===== config.mk =====
export PLATFORM = sky130hd
export DESIGN_NAME = mem_port_arbiter_flat
export DESIGN_NICKNAME = d
export VERILOG_FILES = /design/src/rtl/mem_arb_pkg.sv /design/src/rtl/mem_port_arbiter_if.sv /design/src/rtl/arb_pick2.sv /design/src/rtl/mem_port_arbiter.sv /design/src/flat_wrapper.sv
export SDC_FILE = /design/constraint.sdc
export NUM_CORES = 1
export LEC_CHECK = 0
export CAP_MARGIN = 30
export CORE_AREA = 2 2 118 120
export DETAILED_ROUTE_END_ITERATION = 10
export DIE_AREA = 0 0 120 122
export DONT_BUFFER_PORTS = 1
export MAX_ROUTING_LAYER = met4
export PLACE_DENSITY = 0.5
export RECOVER_POWER = 50
export SLEW_MARGIN = 20
export SYNTH_ARGS = -nofsm -noshare
export SYNTH_HDL_FRONTEND = slang
export SYNTH_HIERARCHICAL = 1
export SYNTH_SLANG_ARGS = --single-unit

===== constraint.sdc =====
create_clock -name clk -period 4.1 [get_ports clk]
set_clock_uncertainty 0.15 [all_clocks]
set_input_delay 0.82 -clock clk [delete_from_list [all_inputs] [get_ports clk]]
set_output_delay 0.82 -clock clk [all_outputs]
set_load 0.01 [all_outputs]

===== src/rtl/mem_arb_pkg.sv =====
// Shared definitions for the memory port arbiter.
//   arb_state_t : transaction sequencer states (IDLE -> ISSUE -> WAIT -> DONE)
//   REQ_FETCH   : requester id of instruction fetch (r0)
//   REQ_LSU     : requester id of the load/store unit (r1)
package mem_arb_pkg;

  typedef enum logic [1:0] {
    IDLE  = 2'd0,
    ISSUE = 2'd1,
    WAIT  = 2'd2,
    DONE  = 2'd3
  } arb_state_t;

  localparam logic REQ_FETCH = 1'b0;
  localparam logic REQ_LSU   = 1'b1;

endpackage


===== src/rtl/mem_port_arbiter_if.sv =====
// Bundle of all requester-side and memory-side signals of mem_port_arbiter.
// Handshake: rN_req is raised with rN_we/rN_addr/rN_wdata stable and held
// until the requester sees the one-cycle rN_gnt pulse (the cycle the access
// is issued to memory); rN_done pulses once when the transaction completes,
// with rN_rdata valid only in that cycle and only for reads. mem_en is a
// one-cycle strobe; mem_rdata must be valid MEM_LAT cycles after it.
//   slave  : arbiter side (consumes requests and mem_rdata)
//   master : requesters + memory model side
// busy is high whenever the arbiter is not idle.
interface mem_port_arbiter_if #(
  parameter int ADDR_W = 32,
  parameter int DATA_W = 32
);
  logic              r0_req;
  logic              r0_we;
  logic [ADDR_W-1:0] r0_addr;
  logic [DATA_W-1:0] r0_wdata;
  logic              r0_gnt;
  logic              r0_done;
  logic [DATA_W-1:0] r0_rdata;

  logic              r1_req;
  logic              r1_we;
  logic [ADDR_W-1:0] r1_addr;
  logic [DATA_W-1:0] r1_wdata;
  logic              r1_gnt;
  logic              r1_done;
  logic [DATA_W-1:0] r1_rdata;

  logic              mem_en;
  logic              mem_we;
  logic [ADDR_W-1:0] mem_addr;
  logic [DATA_W-1:0] mem_wdata;
  logic [DATA_W-1:0] mem_rdata;

  logic              busy;

  modport slave (
    input  r0_req, r0_we, r0_addr, r0_wdata,
    input  r1_req, r1_we, r1_addr, r1_wdata,
    input  mem_rdata,
    output r0_gnt, r0_done, r0_rdata,
    output r1_gnt, r1_done, r1_rdata,
    output mem_en, mem_we, mem_addr, mem_wdata,
    output busy
  );

  modport master (
    output r0_req, r0_we, r0_addr, r0_wdata,
    output r1_req, r1_we, r1_addr, r1_wdata,
    output mem_rdata,
    input  r0_gnt, r0_done, r0_rdata,
    input  r1_gnt, r1_done, r1_rdata,
    input  mem_en, mem_we, mem_addr, mem_wdata,
    input  busy
  );
endinterface


===== src/rtl/arb_pick2.sv =====
// Combinational two-way request picker.
//   req[1:0] : pending requests (bit index = requester id)
//   prio     : id preferred when both request (round-robin build only)
//   gnt_id   : id of the winner (meaningful only when any=1)
//   any      : at least one request pending
// Policy macro: ARB_ROUND_ROBIN_EN selects round-robin (prio breaks ties);
// otherwise fixed priority with the LSU (r1) always winning.
module arb_pick2
  import mem_arb_pkg::*;
(
  input  logic [1:0] req,
  input  logic       prio,
  output logic       gnt_id,
  output logic       any
);

`ifdef ARB_ROUND_ROBIN_EN
  always_comb begin
    any = |req;
    if (req == 2'b11) gnt_id = prio;
    else              gnt_id = req[1] ? REQ_LSU : REQ_FETCH;
  end
`else
  // Fixed priority ignores the preference input.
  logic unused_prio;
  assign unused_prio = prio;

  always_comb begin
    any    = |req;
    gnt_id = req[1] ? REQ_LSU : REQ_FETCH;
  end
`endif

endmodule


===== src/rtl/mem_port_arbiter.sv =====
// Shares a single-port memory between instruction fetch (r0) and the LSU
// (r1), running one transaction at a time: arbitrate in IDLE, strobe the
// memory in ISSUE, wait MEM_LAT cycles in WAIT, report completion in DONE.
// Ports:
//   clk, reset : clock and synchronous active-high reset
//   bus        : mem_port_arbiter_if.slave (requesters, memory, busy)
//   dbg_state  : current sequencer state
// Parameters: ADDR_W, DATA_W, MEM_LAT (>=1, read latency after mem_en).
// Macro ARB_ROUND_ROBIN_EN: round-robin arbitration (pointer resets to r0);
// undefined: fixed priority, r1 beats r0, no pointer.
module mem_port_arbiter
  import mem_arb_pkg::*;
#(
  parameter int ADDR_W  = 32,
  parameter int DATA_W  = 32,
  parameter int MEM_LAT = 2
) (
  input  logic                   clk,
  input  logic                   reset,
  mem_port_arbiter_if.slave      bus,
  output arb_state_t             dbg_state
);

  localparam int CNT_W = $clog2(MEM_LAT) + 1;
  // WAIT lasts counter-load + 1 cycles, i.e. exactly MEM_LAT cycles.
  localparam logic [CNT_W-1:0] CNT_LOAD = CNT_W'(MEM_LAT - 1);

  arb_state_t        state_q, state_d;
  logic              owner_q, owner_d;
  logic              we_q, we_d;
  logic [ADDR_W-1:0] addr_q, addr_d;
  logic [DATA_W-1:0] wdata_q, wdata_d;
  logic [CNT_W-1:0]  cnt_q, cnt_d;
  logic [1:0]        gnt_q, gnt_d;
  logic [1:0]        done_q, done_d;
  logic [DATA_W-1:0] rdata0_q, rdata0_d;
  logic [DATA_W-1:0] rdata1_q, rdata1_d;
  logic              mem_en_q, mem_en_d;
  logic              mem_we_q, mem_we_d;
  logic              busy_q, busy_d;

  logic pick_id, pick_any, pick_prio;

`ifdef ARB_ROUND_ROBIN_EN
  logic prio_q, prio_d;
  assign pick_prio = prio_q;
`else
  assign pick_prio = REQ_LSU;
`endif

  arb_pick2 u_pick (
    .req    ({bus.r1_req, bus.r0_req}),
    .prio   (pick_prio),
    .gnt_id (pick_id),
    .any    (pick_any)
  );

  always_comb begin
    state_d  = state_q;
    owner_d  = owner_q;
    we_d     = we_q;
    addr_d   = addr_q;
    wdata_d  = wdata_q;
    cnt_d    = cnt_q;
    gnt_d    = '0;
    done_d   = '0;
    rdata0_d = '0;
    rdata1_d = '0;
    mem_en_d = 1'b0;
    mem_we_d = 1'b0;
`ifdef ARB_ROUND_ROBIN_EN
    prio_d   = prio_q;
`endif
    case (state_q)
      IDLE: begin
        if (pick_any) begin
          // Outputs are registered, so the ISSUE-cycle strobe and grant are
          // computed here on the IDLE->ISSUE transition.
          state_d         = ISSUE;
          owner_d         = pick_id;
          we_d            = pick_id ? bus.r1_we    : bus.r0_we;
          addr_d          = pick_id ? bus.r1_addr  : bus.r0_addr;
          wdata_d         = pick_id ? bus.r1_wdata : bus.r0_wdata;
          gnt_d[pick_id]  = 1'b1;
          mem_en_d        = 1'b1;
          mem_we_d        = we_d;
`ifdef ARB_ROUND_ROBIN_EN
          prio_d          = ~pick_id;
`endif
        end
      end
      ISSUE: begin
        state_d = WAIT;
        cnt_d   = CNT_LOAD;
      end
      WAIT: begin
        if (cnt_q == '0) begin
          // mem_rdata is valid in this cycle; it goes straight into the
          // registered rdata output presented during DONE.
          state_d         = DONE;
          done_d[owner_q] = 1'b1;
          if (!we_q) begin
            if (owner_q == REQ_LSU) rdata1_d = bus.mem_rdata;
            else                    rdata0_d = bus.mem_rdata;
          end
        end else begin
          cnt_d = cnt_q - 1'b1;
        end
      end
      DONE: begin
        state_d = IDLE;
      end
      default: begin
        state_d = IDLE;
      end
    endcase
    busy_d = (state_d != IDLE);
  end

  always_ff @(posedge clk) begin
    if (reset) begin
      state_q  <= IDLE;
      owner_q  <= REQ_FETCH;
      we_q     <= 1'b0;
      addr_q   <= '0;
      wdata_q  <= '0;
      cnt_q    <= '0;
      gnt_q    <= '0;
      done_q   <= '0;
      rdata0_q <= '0;
      rdata1_q <= '0;
      mem_en_q <= 1'b0;
      mem_we_q <= 1'b0;
      busy_q   <= 1'b0;
`ifdef ARB_ROUND_ROBIN_EN
      prio_q   <= REQ_FETCH;
`endif
    end else begin
      state_q  <= state_d;
      owner_q  <= owner_d;
      we_q     <= we_d;
      addr_q   <= addr_d;
      wdata_q  <= wdata_d;
      cnt_q    <= cnt_d;
      gnt_q    <= gnt_d;
      done_q   <= done_d;
      rdata0_q <= rdata0_d;
      rdata1_q <= rdata1_d;
      mem_en_q <= mem_en_d;
      mem_we_q <= mem_we_d;
      busy_q   <= busy_d;
`ifdef ARB_ROUND_ROBIN_EN
      prio_q   <= prio_d;
`endif
    end
  end

  assign bus.r0_gnt    = gnt_q[0];
  assign bus.r1_gnt    = gnt_q[1];
  assign bus.r0_done   = done_q[0];
  assign bus.r1_done   = done_q[1];
  assign bus.r0_rdata  = rdata0_q;
  assign bus.r1_rdata  = rdata1_q;
  assign bus.mem_en    = mem_en_q;
  assign bus.mem_we    = mem_we_q;
  assign bus.mem_addr  = addr_q;
  assign bus.mem_wdata = wdata_q;
  assign bus.busy      = busy_q;
  assign dbg_state     = state_q;

endmodule

===== src/flat_wrapper.sv =====
// flat-port wrapper written by rule: the top's interface ports become plain ports
module mem_port_arbiter_flat import mem_arb_pkg::*;
#(
  parameter int ADDR_W  = 32,
  parameter int DATA_W  = 32,
  parameter int MEM_LAT = 2
)
  (clk, reset, dbg_state, bus_r0_req, bus_r0_we, bus_r0_addr, bus_r0_wdata, bus_r1_req, bus_r1_we, bus_r1_addr, bus_r1_wdata, bus_mem_rdata, bus_r0_gnt, bus_r0_done, bus_r0_rdata, bus_r1_gnt, bus_r1_done, bus_r1_rdata, bus_mem_en, bus_mem_we, bus_mem_addr, bus_mem_wdata, bus_busy);
  mem_port_arbiter_if #(.ADDR_W(ADDR_W), .DATA_W(DATA_W)) bus_i ();
  input  logic clk;
  input  logic reset;
  output arb_state_t dbg_state;
  input wire logic [$bits(bus_i.r0_req)-1:0] bus_r0_req;
  input wire logic [$bits(bus_i.r0_we)-1:0] bus_r0_we;
  input wire logic [$bits(bus_i.r0_addr)-1:0] bus_r0_addr;
  input wire logic [$bits(bus_i.r0_wdata)-1:0] bus_r0_wdata;
  input wire logic [$bits(bus_i.r1_req)-1:0] bus_r1_req;
  input wire logic [$bits(bus_i.r1_we)-1:0] bus_r1_we;
  input wire logic [$bits(bus_i.r1_addr)-1:0] bus_r1_addr;
  input wire logic [$bits(bus_i.r1_wdata)-1:0] bus_r1_wdata;
  input wire logic [$bits(bus_i.mem_rdata)-1:0] bus_mem_rdata;
  output wire logic [$bits(bus_i.r0_gnt)-1:0] bus_r0_gnt;
  output wire logic [$bits(bus_i.r0_done)-1:0] bus_r0_done;
  output wire logic [$bits(bus_i.r0_rdata)-1:0] bus_r0_rdata;
  output wire logic [$bits(bus_i.r1_gnt)-1:0] bus_r1_gnt;
  output wire logic [$bits(bus_i.r1_done)-1:0] bus_r1_done;
  output wire logic [$bits(bus_i.r1_rdata)-1:0] bus_r1_rdata;
  output wire logic [$bits(bus_i.mem_en)-1:0] bus_mem_en;
  output wire logic [$bits(bus_i.mem_we)-1:0] bus_mem_we;
  output wire logic [$bits(bus_i.mem_addr)-1:0] bus_mem_addr;
  output wire logic [$bits(bus_i.mem_wdata)-1:0] bus_mem_wdata;
  output wire logic [$bits(bus_i.busy)-1:0] bus_busy;
  assign bus_i.r0_req = bus_r0_req;
  assign bus_i.r0_we = bus_r0_we;
  assign bus_i.r0_addr = bus_r0_addr;
  assign bus_i.r0_wdata = bus_r0_wdata;
  assign bus_i.r1_req = bus_r1_req;
  assign bus_i.r1_we = bus_r1_we;
  assign bus_i.r1_addr = bus_r1_addr;
  assign bus_i.r1_wdata = bus_r1_wdata;
  assign bus_i.mem_rdata = bus_mem_rdata;
  assign bus_r0_gnt = bus_i.r0_gnt;
  assign bus_r0_done = bus_i.r0_done;
  assign bus_r0_rdata = bus_i.r0_rdata;
  assign bus_r1_gnt = bus_i.r1_gnt;
  assign bus_r1_done = bus_i.r1_done;
  assign bus_r1_rdata = bus_i.r1_rdata;
  assign bus_mem_en = bus_i.mem_en;
  assign bus_mem_we = bus_i.mem_we;
  assign bus_mem_addr = bus_i.mem_addr;
  assign bus_mem_wdata = bus_i.mem_wdata;
  assign bus_busy = bus_i.busy;
  mem_port_arbiter #(.ADDR_W(ADDR_W), .DATA_W(DATA_W), .MEM_LAT(MEM_LAT)) u_core (.clk(clk), .reset(reset), .bus(bus_i), .dbg_state(dbg_state));
endmodule

======== After elaboration in Yosys (flattened, before gate mapping) ========
Cells that the tools add are included.
storage, ports and cells
  register bits ........................... 141
  input port bits ......................... 166
  output and inout bits ................... 137
  word-level logic and storage cells ...... 55
operators by class
  add/subtract/negate cells ............... 1
  magnitude comparators ................... 4
  equality and inequality tests ........... 4
  mux-type cells .......................... 14
  bitwise logic cells ..................... 5
  reductions and logical operators ........ 14
operators with widths
  kind                                                  number
  two-way mux 32 bit                                    2
  OR reduction 5 bit                                    2
  one-hot mux 2 bit (4 select lines)                    1
  two-way mux 2 bit                                     3
  OR reduction 3 bit                                    2
  two-way mux 1 bit                                     5
  inverter 1 bit                                        5
  equality test 2 bit (second input constant)           2
  logical NOT 2 bit                                     2
  < comparator 1 x 2 -> 1 bit (second input constant)   2
  one-hot mux 2 bit (2 select lines)                    1
  AND reduction 2 bit                                   2
  nonzero test 2 bit                                    2
  OR reduction 2 bit                                    2
  demux 1 bit (select 1 bit)                            2
  equality test 2 x 1 -> 1 bit (second input constant)  1
  >= comparator 1 bit (second input constant)           2
  logical AND 1 bit                                     2
  != test 2 bit (second input constant)                 1
  subtractor 2 x 1 -> 2 bit (second input constant)     1

======== Logic depth before layout (Yosys ltp) ========
Gate-level depths: netlist (run 1).
  word-level depth ........................ 5
  depth in mapped cells ................... 7
  gate-level depth less buffers ........... 5

======== By module ========
The synthesis (run 1) kept the hierarchy.
modules (own cells, without submodules)
  module            times used  cells an instance  area each (um^2)
  mem_port_arbiter  1           468                4959.8
  arb_pick2         1           2                  13.8

======== Worst setup path before layout (run 1) ========
No wires, ideal clock.
  kind .................................... in2reg
  from .................................... input bus_r1_req
  to ...................................... register u_core.addr_q[20] (netlist: u_core/bus.mem_addr[20])
  arrival ................................. 1.755 ns
  path slack .............................. 2.126 ns
  stages .................................. 6
  buffers on the path ..................... 2
  path through ............................ or2_1 a21oi_1 buf_4 buf_2 nand2_1 o21ai_1
on the way
  word-level cells in the longest chain between the ends .. 2
  elaborated cells on any way between the ends .. 4
RTL lines
  what                                                       line                              text
  start, declared                                            flat_wrapper.sv:17                input wire logic [$bits(bus_i.r1_req)-1:0] bus_r1_req;
  two-way mux 1 bit or OR reduction 2 bit (tied branches)    arb_pick2.sv:30, arb_pick2.sv:29
  two-way mux 32 bit or AND reduction 2 bit (tied branches)  -
  end signal, assigned                                       mem_port_arbiter.sv:142           addr_q <= addr_d;
  end, declared                                              mem_port_arbiter.sv:31            logic [ADDR_W-1:0] addr_q, addr_d;
Several ways; a longest one is shown, not always the timed one.
A chain may end at the register's enable or synchronous reset.

======== Final worst setup path (run 1) ========
  from .................................... register u_core.state_q[0] (netlist: u_core/dbg_state[0])
  to ...................................... register u_core.rdata0_q[18] (netlist: u_core/bus.r0_rdata[18])
on the way
  word-level cells in the longest chain between the ends .. 3
RTL lines
  what                                 line                     text
  start, declared                      mem_port_arbiter.sv:28   arb_state_t state_q, state_d;
  start signal, assigned               mem_port_arbiter.sv:139  state_q <= state_d;
  equality test 2 bit                  mem_port_arbiter.sv:74   case (state_q)
  inverter 1 bit (no source line)      -
  OR reduction 5 bit (no source line)  -
  end signal, assigned                 mem_port_arbiter.sv:147  rdata0_q <= rdata0_d;
  end, declared                        mem_port_arbiter.sv:36   logic [DATA_W-1:0] rdata0_q, rdata0_d;
No other way between the ends.

==> results of run 1 <==
[per-stage QoR]
step | instances | total power [mW]
floorplan | 469 | 2.25
global placement | 622 | 2.35
detailed placement | 622 | 2.37
CTS | 654 | 3.92
global route | 655 | 4.04
finish | 655 | 3.87
[flip-flops by register name, indices dropped and copies added (netlist names)]
register,cells
u_core/bus.mem_wdata,32
u_core/gnt_q,2
u_core/owner_q,1
u_core/bus.mem_en,1
u_core/bus.r1_rdata,32
u_core/bus.r0_rdata,32
u_core/cnt_q,2
u_core/bus.mem_we,1
u_core/bus.busy,1
u_core/dbg_state,2
u_core/we_q,1
u_core/bus.mem_addr,32
u_core/done_q,2
[final cells by class]
cell class              instances  area share, %
clock buffers                  23           8.87
inverters                       8          0.535
clock inverters                 9           1.92
repair buffers                  3          0.758
multi-input cells             291           33.6
flip-flops and latches        141           50.3
well taps                     180           4.01
[critical path: cells and delay by family (launching register included)]
kind / cells / cell delay [ps]
AND/OR/NAND/NOR: 3 / 1240
buffers and inverters: 2 / 400
flip-flops: 1 / 370
adder cells (fa/ha/maj): 1 / 210
[layout by cell type, fill, tap and decap left out]
master                         n
sky130_fd_sc_hd__o31ai_1       1
sky130_fd_sc_hd__a211oi_1      1
sky130_fd_sc_hd__clkbuf_1      1
sky130_fd_sc_hd__buf_4         1
sky130_fd_sc_hd__nand2_1      65
sky130_fd_sc_hd__nor2b_1       1
sky130_fd_sc_hd__nor3_4        1
sky130_fd_sc_hd__a21o_1        2
sky130_fd_sc_hd__nand2b_1      4
sky130_fd_sc_hd__bufinv_16     2
sky130_fd_sc_hd__a21oi_4       1
sky130_fd_sc_hd__clkbuf_8      5
sky130_fd_sc_hd__inv_6         1
sky130_fd_sc_hd__nand3b_1      1
sky130_fd_sc_hd__dfxtp_1     141
sky130_fd_sc_hd__mux2i_1      65
sky130_fd_sc_hd__nand3b_4      1
sky130_fd_sc_hd__inv_1         8
sky130_fd_sc_hd__a21oi_1       2
sky130_fd_sc_hd__nor3_1        2
sky130_fd_sc_hd__o21ba_1       1
sky130_fd_sc_hd__a311oi_1      1
sky130_fd_sc_hd__o21ai_0      29
sky130_fd_sc_hd__clkinv_2      3
sky130_fd_sc_hd__o21ai_1      35
sky130_fd_sc_hd__clkinv_4      1
sky130_fd_sc_hd__and2_1       56
sky130_fd_sc_hd__clkinvlp_4    2
sky130_fd_sc_hd__buf_12        1
sky130_fd_sc_hd__nor2_1        6
sky130_fd_sc_hd__or2_1         1
sky130_fd_sc_hd__ha_1          6
sky130_fd_sc_hd__buf_8         1
sky130_fd_sc_hd__clkbuf_16    17
sky130_fd_sc_hd__and2_0        8
sky130_fd_sc_hd__and3_1        1
[metal layers]
| layer | global-route usage [%] | wire length (µm) | part of all wire (%) | up-vias |
|---|---|---|---|---|
| met5 | - | 0 | 0 | - |
| met4 | 7.50 | 209 | 1.8 | 0 |
| met3 | 7.12 | 1280 | 11 | 17 |
| met2 | 24.4 | 5650 | 49 | 185 |
| met1 | 16.5 | 4390 | 38 | 1445 |
| li1 | - | - | - | 1529 |
[path summary, 6_finish.rpt]
kind	from	endpoint	slack (ps)	depth (start not counted)
setup / recovery	u_core/dbg_state[0]$_SDFF_PP0_	u_core/bus.r0_rdata[18]$_SDFF_PP0_	1660	6
setup reg to reg	u_core/dbg_state[0]$_SDFF_PP0_	u_core/bus.r0_rdata[18]$_SDFF_PP0_	1660	6
hold / removal	reset	u_core/cnt_q[0]$_SDFFE_PP0P_	320	1
hold reg to reg	u_core/owner_q$_SDFFE_PP0P_	u_core/done_q[0]$_SDFF_PP0_	330	1
[power groups by stage]
stage	clock (mW)	combinational, mW	sequential (mW)
after floorplan	0	0.402	1.85
after global placement	0	0.433	1.92
after detailed placement	0	0.455	1.92
after CTS	1.58	0.454	1.89
after global routing	1.63	0.500	1.91
final	1.54	0.441	1.88
==> impl.org, run 1 <==
** Power
- Power per unit of standard cell area :: roughly 700 nW/µm²
- Summed over all cells, the static leakage comes to 2.34 nW.
- The clock network burns 39.9% of the power.
- Switching share of total power :: between 20 and 30%
- Switching power total :: roughly 1.1 mW
- Logic gate share of total power :: 11.4%
- Internal power :: 2.76 mW
- Reg power frac :: between 40% and 50%
- VDD IR max :: 0.000252 V

** Setup path
- On the worst path, the slowest cell contributes a delay of roughly 850 ps.
- Traced cell by cell, the critical path runs through inv_1, ha_1, nand3b_1, nor3_1, buf_8, and2_1.
- The worst setup path is captured at a flip-flop.
- For the worst setup path, the data required time is roughly 4300 ps.
- Crit-path slowest cell :: sky130_fd_sc_hd__nor3_1
- STA classifies the critical path startpoint as a flip-flop.
- WP data arrival :: ~2700 ps
- Of all nets on the critical path, the largest fanout is 23.
- By startpoint and endpoint, the worst setup path is classified as flip-flop to flip-flop.

** Timing
- Measured against its own limit, the worst slew margin works out to a little under a third.
- At the pin with the least slew margin, the transition time is between 1000 and 1500 ps.
- The total count of hold-check failures in the final report came to 0.
- Aggregate negative setup slack :: 0 ps
- Setup violations remaining at the end of the flow were counted as 0.
- The final max-slew violation count came to 0.
- Final Critical Period :: ~2400 ps
- Period Utilization, post-route :: 59.5%
- Timing would allow up to approximately 0.41 GHz.
- Worst hold slack :: 317 ps
- Setup repair after global routing left no endpoint under its margin.
- Final Worst Setup Slack :: between 1500 and 2000 ps

** Drt
- Total length of routed wires :: between 10 and 15 mm
- The first detailed-routing pass ran for 4 iterations.
- Detail Route Antenna Nets :: 0
- Routed wire per std cell :: around 18 µm
- Number of design rule violations left after detail routing :: 0
- Post-DR vias/cell :: slightly below 5
- The detailed router finished its first iteration with 173 violations.
- The detailed router placed 3176 vias in this run.

** Logic synthesis
- Total number of yosys warnings :: 6
- A synthesized cell averages approximately 11 µm².
- Netlist Area Pre-Place :: a little under 5000 µm²
- Post-synthesis instance total :: 469
- Synthesis produced a netlist with a net count of between 600 and 700.

** Die
- Core Region :: roughly 14000 µm²
- Die height :: approximately 120 µm
- Effective utilization at floorplan :: 36.8%
- Num ports :: 303
- Die width :: around 120 µm
- The floorplan step defined a die boundary enclosing 14600 µm².
- Row count :: 43

** Final layout
- Relative to the synthesized area, the layout overhead comes to 12.9%.
- Registers take 2820 µm².
- For this run, the post-layout net count is 634.
- N_diodes :: 0
- Area taken by multi-input logic gates :: ~1900 µm²
- FILL cells :: approximately 1300
- Fraction of final layout cells sized beyond drive strength 1 :: 7.79%
- The finished cells cover roughly 5600 µm².
- For this run, the share of the core covered by cells in the final layout is 41.6%.

** Clock tree
- In this run, post-CTS repair resized a total of 0 instances.
- Post-CTS timing repair inserted 0 buffers for setup.
- For the worst-skew pair, the clock arrives at the later sink with an insertion delay of between 400 and 500 ps.
- Clock-pin slew was measured on the worst setup and hold paths at around 60 ps.
- The clock tree synthesis step divided the H-tree into 4 levels.
- TritonCTS built the clock tree.
- The longest clock path from root to sink contains 2 buffers.
- The cell sitting at the root of the clock tree is a sky130_fd_sc_hd__clkbuf_16.
- Clock sink count :: around 140
- For this design, the CTS-stage hold fixing added 0 buffers.
- TritonCTS created 17 clock buffers.

** Global route
- Wire length of the first global-routing pass :: about 16 mm
- Across every metal layer, demand over resource in global routing totals approximately 15%.
- Via count of the first global-routing pass :: ~3000
- After global routing the overflow that remains totals 0.
- Antenna violations before repair :: 0
- Maximum number of pins on one net before global-route repair :: ~70

** Hold path
- Worst min-delay path category :: input port to flip-flop

** Place
- After detailed placement, the total cell area comes to approximately 5000 µm².
- Quantity of I/O buffers inserted on ports :: 0
- At the placement stage, the worst setup path has a slack of ~1500 ps.
- Last weighted congestion value of the routability-driven placer :: between 0.7 and 0.8
- DP Wirelength :: 8.49 mm

** Status
- The run finished with clean final reports.

** Run
- Max-cap violation count :: 0
No activity file was read; power rests on OpenSTA's default activity.
==> inputs of run 2 (changes only) <==
--- a/config.mk
+++ b/config.mk
@@ -6,12 +6,12 @@
 export NUM_CORES = 1
 export LEC_CHECK = 0
 export CAP_MARGIN = 30
-export CORE_AREA = 2 2 118 120
+export CORE_AREA = 2 2 117 119
 export DETAILED_ROUTE_END_ITERATION = 10
-export DIE_AREA = 0 0 120 122
+export DIE_AREA = 0 0 119 121
 export DONT_BUFFER_PORTS = 1
 export MAX_ROUTING_LAYER = met4
-export PLACE_DENSITY = 0.5
+export PLACE_DENSITY = 0.51
 export RECOVER_POWER = 50
 export SLEW_MARGIN = 20
 export SYNTH_ARGS = -nofsm -noshare
==> constraint.sdc (replaced) <==
create_clock -name clk -period 2.4 [get_ports clk]
set_clock_uncertainty 0.15 [all_clocks]
set_input_delay 0.48 -clock clk [delete_from_list [all_inputs] [get_ports clk]]
set_output_delay 0.48 -clock clk [all_outputs]
set_load 0.01 [all_outputs]
==> run 2 against run 1 <==
Compared with the run above: final cell count fell by 0.15%; register-to-register slack got worse by 1200 ps; flip-flop and latch count did not move; critical path depth did not move; die area fell by 1.6%; highest routed layer unchanged.
==> impl.org, run 2 (synthesis results as in run 1) <==
** Final layout
- Leaving out fill and tap cells, the most frequent cell in the layout is sky130_fd_sc_hd__dfxtp_1.
- After routing the design area is around 5600 µm².
- N_diodes :: 0
- Excluding fillers, the count of instances in the completed layout stands at about 650.
- The post-route netlist has between 8 and 9% of its cells at a drive strength greater than 1.
- Leaving out fill and tap cells, the most frequent cells in the layout are 141 x sky130_fd_sc_hd__dfxtp_1, 65 x sky130_fd_sc_hd__mux2i_1, 65 x sky130_fd_sc_hd__nand2_1, 64 x sky130_fd_sc_hd__and2_1, 35 x sky130_fd_sc_hd__o21ai_1.
- In the final design database the tool counted ~640 nets.
- The area growth from synthesis to layout is 13.3%.

** Timing
- Subtracting the final worst setup slack from the clock period gives 1930 ps.
- Based on the critical path, the design can be clocked at up to roughly 0.52 GHz.
- Setup repair after global routing left no endpoint under its margin.
- Relative max-transition margin :: between 70% and 80%
- Final Worst Setup Slack :: 471 ps
- Setup violations remaining at the end of the flow were counted as 0.
- Period Utilization, post-route :: roughly 80%
- The final max-slew violation count was 0.
- Endpoints failing hold :: 0
- Summed over all failing endpoints, the final setup total negative slack is 0 ps.
- Tightest Pin Transition :: approximately 420 ps

** Drt
- Number of design rule violations left after detail routing :: 0
- Summed over all layers, the routed wires come to approximately 12 mm.
- Detailed-routing iteration count for the pre-antenna-repair pass :: 4
- Violation count after the first detailed-routing iteration :: 190
- After detailed routing, the average wire length per cell comes to about 18 µm.
- The count of nets left with antenna violations once routing finished came out at 0.
- After detailed routing, the number of vias per cell comes to about 4.9.
- Routed vias :: 3204

** Setup path
- Crit-path cells :: inv_1, ha_1, nand3b_1, nor3_4, buf_8, and2_1
- The worst setup path is captured at a flip-flop.
- Reg2reg setup slack :: approximately 470 ps
- WP data arrival :: ~2100 ps
- End of the worst register-to-register path :: u_core/bus.r0_rdata[25]$_SDFF_PP0_
- Reg2reg path depth :: 6
- Worst setup startpoint :: u_core/dbg_state[0]$_SDFF_PP0_
- The worst setup path is launched from a flip-flop.
- Maximum fanout count along the critical path :: 22
- The most critical setup path has its endpoint at u_core/bus.r0_rdata[25]$_SDFF_PP0_.
- STA puts the critical path data required time at between 2000 and 3000 ps.
- Crit-path slowest cell :: sky130_fd_sc_hd__nor3_4
- On the worst path, the slowest cell contributes a delay of ~400 ps.
- The worst setup path is of the flip-flop to flip-flop kind.
- Worst flop-to-flop path startpoint :: u_core/dbg_state[0]$_SDFF_PP0_

** Die
- The floorplan has 42 rows.
- Effective utilization at floorplan :: 38.0%
- The region available for standard cell placement spans between 10000 and 15000 µm².
- Die height :: approximately 120 µm
- Measured along the x axis, the die boundary spans around 120 µm.
- Die footprint :: 14400 µm²
- Num ports :: 303

** Power
- Leakage :: 2.35 nW
- Overall power consumption after layout is estimated at about 6.6 mW.
- Dividing total power by cell area gives a power density of ~1200 nW/µm².
- IR analysis of the VDD net gives a maximum drop of about 0.00044 V.

** Clock tree
- Maximum clock path buffer count :: 2
- Clock sink count :: approximately 140
- In this run the post-CTS setup repair buffer count came out at 0.
- H-Tree Depth :: 4
- Buffers inserted to repair hold after CTS numbered 1.
- Clock tree root driver cell :: sky130_fd_sc_hd__clkbuf_16
- In this run, post-CTS repair resized a total of 0 instances.
- In this run, CTS created clock tree buffers numbering 17.
- Clock edge transition at the registers on the reported setup and hold paths :: 60 ps
- Clk_lat worst skew :: 410 ps
- TritonCTS clock tree :: built

** Global route
- The number of global-route vias before repair was between 3000 and 4000.
- Antenna violations before repair :: 0
- The first global-routing pass estimated 17.1 mm of wire.
- Entering global routing, the biggest net connects roughly 70 pins.
- GRT Overall Usage :: 16.4%
- Total gr overflow :: 0

** Run
- Max-cap violation count :: 0

** Status
- Result of the run :: completed

** Place
- Dpl cells :: 620
- Detailed placement ended at an HPWL of around 8.6 mm.
- In this run the cell area measured after placement is about 5000 µm².
- Quantity of I/O buffers inserted on ports :: 0
- Post-placement setup slack :: just over 300 ps
- Last weighted congestion value of the routability-driven placer :: approximately 0.74

** Hold path
- Counting instances, the worst hold path has a depth of 1.
- The tightest min-delay check is of the input port to flip-flop type.
run 2: layout make-up:
cell class / instances / area [µm²]
clock buffer: 19 / 443
clock inverter: 13 / 139
fill: 1237 / 7450
inverter: 8 / 30.0
multi-input combinational: 291 / 1900
sequential: 141 / 2820
tap: 176 / 220
timing repair buffer: 6 / 80.1
run 2: worst max-delay path, delay by kind of cell (launching register included):
kind          cells  cell delay (ps)
buf+inv           2              370
fa+ha+maj         1              210
simple gates      3              770
flops             1              360
run 2: worst min-delay path by stage:
stage | end | start
after global placement | u_core/cnt_q[0]$_SDFFE_PP0P_ | u_core/cnt_q[0]$_SDFFE_PP0P_
after floorplan | u_core/done_q[0]$_SDFF_PP0_ | u_core/owner_q$_SDFFE_PP0P_
after CTS | u_core/bus.busy$_SDFF_PP0_ | reset
after detailed placement | u_core/cnt_q[0]$_SDFFE_PP0P_ | u_core/cnt_q[0]$_SDFFE_PP0P_
final | u_core/bus.busy$_SDFF_PP0_ | reset
after global routing | u_core/bus.busy$_SDFF_PP0_ | reset
run 2: power breakdown:
part           leakage, nW  internal, mW  switching, mW
Combinational        0.926         0.325          0.467
Sequential            1.15          2.75          0.462
Clock                0.272          1.56          0.994
Total                 2.35          4.63           1.92
run 2: per-layer routing:
metal  global-route usage [%]  wire [µm]  vias to the layer above
met1                     17.0       4590                     1450
met5                        -          0                        -
met3                     6.77       1160                       18
met4                     7.74        278                        0
li1                         -          -                     1548
met2                     27.0       5810                      188
run 2: stage by stage:
step | util, % | hold slack [ps]
floorplan | - | 308
global placement | 38.5 | 327
detailed placement | 38.5 | 340
CTS | 43.0 | 9.31
global route | 43.0 | 5.56
finish | 43.0 | 27.0
